### config.mk
export PLATFORM = sky130hd
export DESIGN_NAME = bnn_result_tx_flat
export DESIGN_NICKNAME = d
export VERILOG_FILES = /design/src/rtl/bnn_result_tx_if.sv /design/src/rtl/bnn_result_tx.sv /design/src/flat_wrapper.sv
export SDC_FILE = /design/constraint.sdc
export NUM_CORES = 1
export LEC_CHECK = 0
export CORE_MARGIN = 4
export CORE_UTILIZATION = 36
export CTS_CLUSTER_SIZE = 8
export DETAILED_ROUTE_END_ITERATION = 7
export HOLD_SLACK_MARGIN = 0.05
export MAX_ROUTING_LAYER = met4
export PLACE_DENSITY = 0.65
export SLEW_MARGIN = 5
export SYNTH_ARGS = -nofsm -noshare
export SYNTH_HDL_FRONTEND = slang
export SYNTH_SLANG_ARGS = --single-unit
### constraint.sdc
create_clock -name clk -period 3.37 [get_ports clk]
set_clock_uncertainty 0.2 [all_clocks]
set_input_delay 0.674 -clock clk [delete_from_list [all_inputs] [get_ports clk]]
set_output_delay 0.674 -clock clk [all_outputs]
set_load 0.005 [all_outputs]
### src/rtl/bnn_result_tx_if.sv
// Result/host handshake bundle for bnn_result_tx.
// slave: the transmitter side; master: the BNN core + host side.
interface bnn_result_tx_if #(
   parameter int SCORE_W = 6
);
   logic                 res_valid;
   logic [7-SCORE_W:0]   res_class;
   logic [SCORE_W-1:0]   res_score;
   logic                 host_ack;
   logic [7:0]           tx_data;
   logic                 tx_valid;

   modport slave (
      input  res_valid, res_class, res_score, host_ack,
      output tx_data, tx_valid
   );

   modport master (
      output res_valid, res_class, res_score, host_ack,
      input  tx_data, tx_valid
   );
endinterface

### src/rtl/bnn_result_tx.sv
// BNN result queue and 4-phase byte transmitter toward the host pins.
//
// state    | meaning
// ---------+-------------------------------------------------------
// IDLE     | no byte on the pins; pops the head when allowed
// PRESENT  | tx_valid high, tx_data held until synchronized ack rises
// WAIT_LOW | tx_valid low, waiting for synchronized ack to fall
module bnn_result_tx #(
   parameter int DEPTH   = 4,
   parameter int SCORE_W = 6,
   localparam int PTR_W  = (DEPTH > 1) ? $clog2(DEPTH) : 1,
   localparam int LVL_W  = $clog2(DEPTH) + 1
) (
   input  logic             clk,
   input  logic             rst_n,
   input  logic             ena,
   input  logic             clr_ovf,
   bnn_result_tx_if.slave   bus,
   output logic             fifo_full,
   output logic [LVL_W-1:0] fifo_level,
   output logic             overflow
);

   typedef enum logic [1:0] {
      IDLE     = 2'd0,
      PRESENT  = 2'd1,
      WAIT_LOW = 2'd2
   } state_t;

   state_t           state_q, state_d;
   logic             ack_meta, ack_s;
   logic [7:0]       mem [DEPTH];
   logic [PTR_W-1:0] rd_ptr, wr_ptr;
   logic [LVL_W-1:0] level_q;
   logic [7:0]       tx_data_q;
   logic             ovf_q;

   logic full, pop, push_req, push, drop;

   // Full uses pre-edge occupancy; a same-edge pop frees the slot for the push.
   assign full     = (level_q == LVL_W'(DEPTH));
   assign pop      = (state_q == IDLE) && ena && (level_q != '0) && !ack_s;
   assign push_req = bus.res_valid && ena;
   assign push     = push_req && (!full || pop);
   assign drop     = push_req && full && !pop;

   // Two-flop synchronizer for the asynchronous host acknowledge.
   always_ff @(posedge clk or negedge rst_n) begin
      if (!rst_n) begin
         ack_meta <= 1'b0;
         ack_s    <= 1'b0;
      end else begin
         ack_meta <= bus.host_ack;
         ack_s    <= ack_meta;
      end
   end

   // FIFO storage; contents need no reset since level gates every read.
   always_ff @(posedge clk) begin
      if (push) mem[wr_ptr] <= {bus.res_class, bus.res_score};
   end

   // Pointers wrap naturally because DEPTH is a power of two.
   always_ff @(posedge clk or negedge rst_n) begin
      if (!rst_n) begin
         rd_ptr  <= '0;
         wr_ptr  <= '0;
         level_q <= '0;
      end else begin
         if (push) wr_ptr <= wr_ptr + PTR_W'(1);
         if (pop)  rd_ptr <= rd_ptr + PTR_W'(1);
         case ({push, pop})
            2'b10:   level_q <= level_q + LVL_W'(1);
            2'b01:   level_q <= level_q - LVL_W'(1);
            default: level_q <= level_q;
         endcase
      end
   end

   // Sticky overflow; a drop on the same edge as clr_ovf keeps it set.
   always_ff @(posedge clk or negedge rst_n) begin
      if (!rst_n)       ovf_q <= 1'b0;
      else if (drop)    ovf_q <= 1'b1;
      else if (clr_ovf) ovf_q <= 1'b0;
   end

   // Output byte register, loaded only when the head is popped.
   always_ff @(posedge clk or negedge rst_n) begin
      if (!rst_n)   tx_data_q <= 8'h00;
      else if (pop) tx_data_q <= mem[rd_ptr];
   end

   // Handshake state register.
   always_ff @(posedge clk or negedge rst_n) begin
      if (!rst_n) state_q <= IDLE;
      else        state_q <= state_d;
   end

   // Next-state logic; a started handshake finishes regardless of ena.
   always_comb begin
      state_d = state_q;
      case (state_q)
         IDLE:     if (pop)    state_d = PRESENT;
         PRESENT:  if (ack_s)  state_d = WAIT_LOW;
         WAIT_LOW: if (!ack_s) state_d = IDLE;
         default:              state_d = IDLE;
      endcase
   end

   assign bus.tx_valid = (state_q == PRESENT);
   assign bus.tx_data  = tx_data_q;
   assign fifo_full    = full;
   assign fifo_level   = level_q;
   assign overflow     = ovf_q;

endmodule

### src/flat_wrapper.sv
// flat-port wrapper written by rule: the top's interface ports become plain ports
module bnn_result_tx_flat 
#(
   parameter int DEPTH   = 4,
   parameter int SCORE_W = 6,
   localparam int PTR_W  = (DEPTH > 1) ? $clog2(DEPTH) : 1,
   localparam int LVL_W  = $clog2(DEPTH) + 1
)
  (clk, rst_n, ena, clr_ovf, fifo_full, fifo_level, overflow, bus_res_valid, bus_res_class, bus_res_score, bus_host_ack, bus_tx_data, bus_tx_valid);
  bnn_result_tx_if #(.SCORE_W(SCORE_W)) bus_i ();
  input  logic clk;
  input  logic rst_n;
  input  logic ena;
  input  logic clr_ovf;
  output logic fifo_full;
  output logic [LVL_W-1:0] fifo_level;
  output logic overflow;
  input wire logic [$bits(bus_i.res_valid)-1:0] bus_res_valid;
  input wire logic [$bits(bus_i.res_class)-1:0] bus_res_class;
  input wire logic [$bits(bus_i.res_score)-1:0] bus_res_score;
  input wire logic [$bits(bus_i.host_ack)-1:0] bus_host_ack;
  output wire logic [$bits(bus_i.tx_data)-1:0] bus_tx_data;
  output wire logic [$bits(bus_i.tx_valid)-1:0] bus_tx_valid;
  assign bus_i.res_valid = bus_res_valid;
  assign bus_i.res_class = bus_res_class;
  assign bus_i.res_score = bus_res_score;
  assign bus_i.host_ack = bus_host_ack;
  assign bus_tx_data = bus_i.tx_data;
  assign bus_tx_valid = bus_i.tx_valid;
  bnn_result_tx #(.DEPTH(DEPTH), .SCORE_W(SCORE_W)) u_core (.clk(clk), .rst_n(rst_n), .ena(ena), .clr_ovf(clr_ovf), .bus(bus_i), .fifo_full(fifo_full), .fifo_level(fifo_level), .overflow(overflow));
endmodule
==> metrics.txt, run 1 <==
post-synth design cell area roughly 2100 um^2; via count roughly 1000; FF+latch count, synth between 50 and 60; critical-path cell with the highest stage delay sky130_fd_sc_hd__or4b_4; list of cells traversed by the critical path clkdlybuf4s50_1, or4b_4, a21oi_4, inv_1, ha_1, inv_1, fa_1, xor2_1, nor2_1, xor2_1; count of synthesis-stage warnings from yosys 0; CTS resizes 0; number of hold-slack violations in the final timing report 0; die outline area around 7200 um^2; clk_lat worst skew approximately 290 ps; maximum cell stage delay along the critical path 550 ps; Floorplan Core Area approximately 5600 um^2; worst-case vdd ir drop roughly 0.38 mV; number of placement rows 27; Residual DRC 0; Synth Net Count 131; die width 84.7 um; wire length on met3 between 150 and 200 um; maximum fanout count along the critical path 7; sort of element at the end of the critical path register; die height 84.7 um; number of global-route vias before repair around 1100; iteration-0 DRC count of the detailed router 29; CP Buf/Inv Count 3; actual transition at the worst max-transition pin between 900 and 1000 ps; total count of max-transition violations in the final report 0; CTS tree yes; CTS sink cnt 52; RD Place Congestion around 0.72; Slew Limit Headroom just under 40%; CTS clk-pin slew, worst paths ~90 ps; commonest non-fill, non-tap cells in the layout sky130_fd_sc_hd__edfxtp_1, sky130_fd_sc_hd__clkdlybuf4s50_1, sky130_fd_sc_hd__dfrtp_1; layout overhead on the synthesized area 20.4%; Inserted Clock Buffers 5; post-place instance area ~2500 um^2; average vias per placed instance ~4.7; num ports 28; clk buf depth 2; Final Cycle Share between 80% and 90%; post-layout minimum cycle time between 2000 and 3000 ps; count of flip-flops with a built-in enable after synthesis 32; IO buf count 27; estimated wirelength of the detail-placed design between 2000 and 2500 um; Initial Utilization about 38%; worst setup path class in2reg; unique cell type count in the Yosys netlist 26; Top FF cell, synth sky130_fd_sc_hd__edfxtp_1; diode insertion count for antenna repair 0; WP data arrival about 2800 ps; kind of cell adding the most delay to the critical path buffers and inverters; maximum number of pins on one net before global-route repair 21; proportion of layout cells with a drive suffix above 1 19.4%; initial antenna violation count 0; H-tree level count 2; Initial DRT Pass Iterations 4; clock root buffer sky130_fd_sc_hd__clkbuf_8; global-route wire length before repair 5730 um; Mapped Cells roughly 110; class of the tightest hold or removal check reg2reg; Critical Path Source Type input pin; average cell area after synthesis about 19 um^2; Non-Filler Cell Area, Final 2550 um^2; result of the run finished, final reports clean; GRT overflow 0; global router's overall resource usage around a tenth; achievable frequency between 300 and 400 MHz; proportion of register bits with asynchronous set or reset after synthesis 38.5%; reported leakage power about 0.95 nW; non-filler instance count after layout 216; Final Net Count roughly 160; average wire per standard cell 15.8 um; number of nets still failing antenna checks after routing 0; sum of routed wire length over all layers approximately 3400 um; M1 WL ~1500 um; met2 wire len ~1700 um; RSZ-0062 raised after global routing false; R2R Setup Slk between 800 and 900 ps; count of hold buffers inserted by post-cts repair 0; cell total after placement around 210; number of max-cap violations 0; sequential share of the synthesized area just under 70%; number of buffers added for setup after CTS 0; Highest Signal Layer met4; P per Cell Area 754 nW/um^2; endpoints failing setup 0; setup TNS 0 ps; data required time of the worst path about 3400 ps; most frequent standard cell in the layout excluding fill and tap cells sky130_fd_sc_hd__edfxtp_1
-- state kept, by name, indices dropped and copies added, names as in the netlist --
signal              cells
u_core.rd_ptr           2
u_core.ack_s            1
u_core.ack_meta         1
u_core.bus.tx_data      8
u_core.wr_ptr           2
u_core.fifo_level       3
u_core.state_q          2
u_core.overflow         1
u_core.mem             32
-- worst paths after layout --
check                                start                    to  depth (start not counted)
max                                    ena  u_core.fifo_level[2]                         10
min                        u_core.ack_meta          u_core.ack_s                          0
max reg2reg                   u_core.ack_s  u_core.fifo_level[2]                          9
min reg2reg                u_core.ack_meta          u_core.ack_s                          0
max in group asynchronous            rst_n       u_core.ack_meta                          1
min in group asynchronous            rst_n  u_core.fifo_level[0]                          1
-- cell usage after synthesis (2+ instances only) --
cell type                  count  area share (%)
sky130_fd_sc_hd__ha_1          5             3.0
sky130_fd_sc_hd__and2_1        4             1.2
sky130_fd_sc_hd__nand2b_1      2            0.59
sky130_fd_sc_hd__mux4_2        8             8.5
sky130_fd_sc_hd__nand2_1       2            0.35
sky130_fd_sc_hd__o22ai_1       2            0.59
sky130_fd_sc_hd__edfxtp_1     32              45
sky130_fd_sc_hd__dfrtp_1      20              24
sky130_fd_sc_hd__xnor2_1       2            0.83
sky130_fd_sc_hd__mux2_4        8             5.7
sky130_fd_sc_hd__inv_1         8             1.4
sky130_fd_sc_hd__xor2_1        4             1.7
-- kinds of logic after synthesis --
kind of cell,share of synthesized area [%]
AND/OR/NAND/NOR,5.32
multiplexers,15.2
flip-flops,69.0
XOR/XNOR,2.48
adder cells (fa/ha/maj),3.90
buffers and inverters,2.36
AO/OA/AOI/OAI,1.71
-- metal layers --
metal | track usage [%] | up-vias
met5 | - | -
li1 | - | 469
met1 | 12.6 | 510
met4 | 2.30 | 0
met2 | 17.9 | 24
met3 | 3.14 | 3
-- power by group --
group	internal (mW)	switching, mW
Clock	0.144	0.191
Sequential	0.826	0.142
Combinational	0.405	0.213
-- final cells by class --
cell class / count / area [um^2]
tap: 72 / 90.1
inverter: 8 / 30.0
sequential: 52 / 1460
clock inverter: 2 / 11.3
fill: 523 / 3060
clock buffer: 6 / 72.6
timing repair buffer: 28 / 278
multi-input combinational: 48 / 606
-- metrics by stage --
stage	hold slack (ps)	setup slack [ps]	util, %	total power [mW]
after floorplan	131	614	-	1.34
after global placement	144	284	44.0	1.59
after detailed placement	143	197	44.0	1.62
after CTS	163	510	45.4	1.96
after global routing	174	401	45.4	2.04
final	161	514	45.4	1.92
Power figures use the tool's default switching activity.
==> run 2, diff against run 1 <==
Clock period 3.37 ns to 2.8 ns, I/O delays scaled along.
==> run 2 against run 1 <==
  * Flip-flop and latch count unchanged
  * Wire length rose by 1.2%
  * Die area did not move
  * Combinational power is 27% higher
  * Register-to-register slack worse by 510 ps
  * Hold slack gained 1.1 ps
==> metrics.txt, run 2 (synthesis results as in run 1) <==
result of the run finished, final reports clean; Highest Signal Layer met4; Slew Limit Headroom 59.5% (+20 points); estimated wirelength of the detail-placed design 2440 um (+2.3%); Residual DRC 0 (unchanged); start point of the critical path ena; post-layout minimum cycle time 2690 ps; CTS clk-pin slew, worst paths 90 ps (about the same); reported leakage power 1.00 nW (+5.8%); sum of routed wire length over all layers 3460 um (+1.2%); RD Place Congestion 0.761 (+6.3%); initial antenna violation count 0 (unchanged); largest register by flop count u_core.mem; via count 1034 (+2.8%); average wire per standard cell 15.5 um (-2.4%); achievable frequency roughly 370 MHz; post-place instance area 2570 um^2 (+4.5%); WP data arrival 2710 ps (-130 ps); total count of max-transition violations in the final report 0 (unchanged); CTS resizes 0 (unchanged); global-route wire length before repair 5680 um (-0.86%); CTS tree yes; number of nets still failing antenna checks after routing 0 (unchanged); average vias per placed instance 4.62 (-0.89%); FILL cells 504 (-3.6%); proportion of layout cells with a drive suffix above 1 24.3% (+4.9 points); die height 84.7 um (unchanged); die outline area 7170 um^2 (unchanged); iteration-0 DRC count of the detailed router 66 (+130%); global router's overall resource usage 10.6% (+0.017 points); Reg2Reg Capture Point u_core.fifo_level[2]; endpoints failing setup 0 (unchanged); Non-Filler Cell Area, Final 2660 um^2 (+4.4%); Final Net Count 171 (+4.9%); maximum fanout count along the critical path 4 (-3); number of max-cap violations 0 (unchanged); layout overhead on the synthesized area 25.7%; data required time of the worst path 2820 ps (-530 ps); number of global-route vias before repair 1136 (unchanged); count of hold buffers inserted by post-cts repair 0 (unchanged); actual transition at the worst max-transition pin 607 ps (-296 ps); combined flip-flop and latch cell area 1460 um^2 (unchanged); clock root buffer sky130_fd_sc_hd__clkbuf_8; max FFs per register 32 (unchanged); final critical-path setup slack 111 ps (-404 ps); M1 WL 1510 um (+2.1%); P per Cell Area 888 nW/um^2 (+18%); worst setup path class in2reg; clk buf depth 2 (unchanged); number of hold-slack violations in the final timing report 0 (unchanged); Floorplan Core Area 5610 um^2 (unchanged); wire length on met3 161 um (-13%); endpoint of the most critical setup path u_core.fifo_level[2]; number of placement rows 27 (unchanged); worst-case vdd ir drop 0.467 mV (+24%); class of the tightest hold or removal check reg2reg; clk_lat worst skew 290 ps (about the same); worst r2r src u_core.ack_s; most frequent standard cell in the layout excluding fill and tap cells sky130_fd_sc_hd__edfxtp_1; Critical Path Source Type input pin; Inserted Clock Buffers 5 (unchanged); commonest non-fill, non-tap cells in the layout sky130_fd_sc_hd__edfxtp_1, sky130_fd_sc_hd__clkdlybuf4s50_1, sky130_fd_sc_hd__dfrtp_1; Initial DRT Pass Iterations 2 (-2); Initial Utilization 37.8% (unchanged); met2 wire len 1790 um (+2.6%); R2R Setup Slk 380 ps (-510 ps); GRT overflow 0 (unchanged); die width 84.7 um (unchanged); Final Cycle Share 96.1%; diode insertion count for antenna repair 0 (unchanged); H-tree level count 2 (unchanged); maximum number of pins on one net before global-route repair 21 (unchanged); area taken by multi-input logic gates 606 um^2 (unchanged); num ports 28 (unchanged); worst-case reg-to-reg path depth 8 (-1); RSZ-0062 raised after global routing false; IO buf count 27 (unchanged); worst slack after detailed placement -190 ps (-388 ps); CTS sink cnt 52 (unchanged); number of buffers added for setup after CTS 0 (unchanged); sort of element at the end of the critical path register
-- run 2: cell types whose count changed in the layout (fill, tap and decap cells not counted) --
| cell | change |
|---|---|
| sky130_fd_sc_hd__clkinv_2 | +1 |
| sky130_fd_sc_hd__buf_4 | +4 |
| sky130_fd_sc_hd__clkinv_1 | -1 |
| sky130_fd_sc_hd__buf_12 | +4 |
-- run 2: area by class of cell --
| cell class | count | area share [%] |
|---|---|---|
| clock buffer | 6 | 2.73 |
| clock inverter | 2 | 0.470 |
| inverter | 8 | 1.13 |
| multi-input combinational | 48 | 22.8 |
| sequential | 52 | 54.9 |
| tap | 72 | 3.39 |
| timing repair buffer | 36 | 14.6 |
-- run 2: worst min-delay path by stage --
stage                          startpoint         endpoint  slack, ps  cells after the start
final                     u_core.ack_meta     u_core.ack_s        160                      0
after global routing      u_core.ack_meta     u_core.ack_s        170                      0
after CTS                 u_core.ack_meta     u_core.ack_s        170                      0
after detailed placement  u_core.ack_meta     u_core.ack_s        140                      0
after global placement    u_core.ack_meta     u_core.ack_s        140                      0
after floorplan                     rst_n  u_core.ack_meta         60                      0
-- run 2: metal layers --
| layer | vias up | GRT usage, % |
|---|---|---|
| li1 | 484 | - |
| met1 | 526 | 12.8 |
| met2 | 22 | 17.7 |
| met3 | 2 | 3.24 |
| met4 | 0 | 2.16 |
| met5 | - | - |
-- run 2: critical path: stages --
cell and delay (ps):
sky130_fd_sc_hd__clkdlybuf4s50_1 480, sky130_fd_sc_hd__or4b_4 540, sky130_fd_sc_hd__nor2_8 130, sky130_fd_sc_hd__ha_1 170, sky130_fd_sc_hd__inv_1 50, sky130_fd_sc_hd__fa_1 370
sky130_fd_sc_hd__xor2_1 150, sky130_fd_sc_hd__nor2_1 110, sky130_fd_sc_hd__xor2_1 150
-- run 2: through the flow --
step | instances | TNS (ps) | power, mW | hold WS [ps] | utilization, %
final | 224 | 0 | 2.36 | 162 | 47.4
after global routing | 224 | 0 | 2.51 | 171 | 47.4
after CTS | 224 | 0 | 2.41 | 168 | 47.4
after detailed placement | 216 | -270 | 1.99 | 139 | 45.9
after global placement | 216 | -173 | 1.96 | 143 | 45.9
after floorplan | 111 | 0 | 1.62 | 64.4 | -
-- run 2: power breakdown --
group / total (mW) / internal [mW] / switching, mW
Combinational: 0.787 / 0.527 / 0.260
Clock: 0.407 / 0.175 / 0.232
Sequential: 1.17 / 0.994 / 0.174
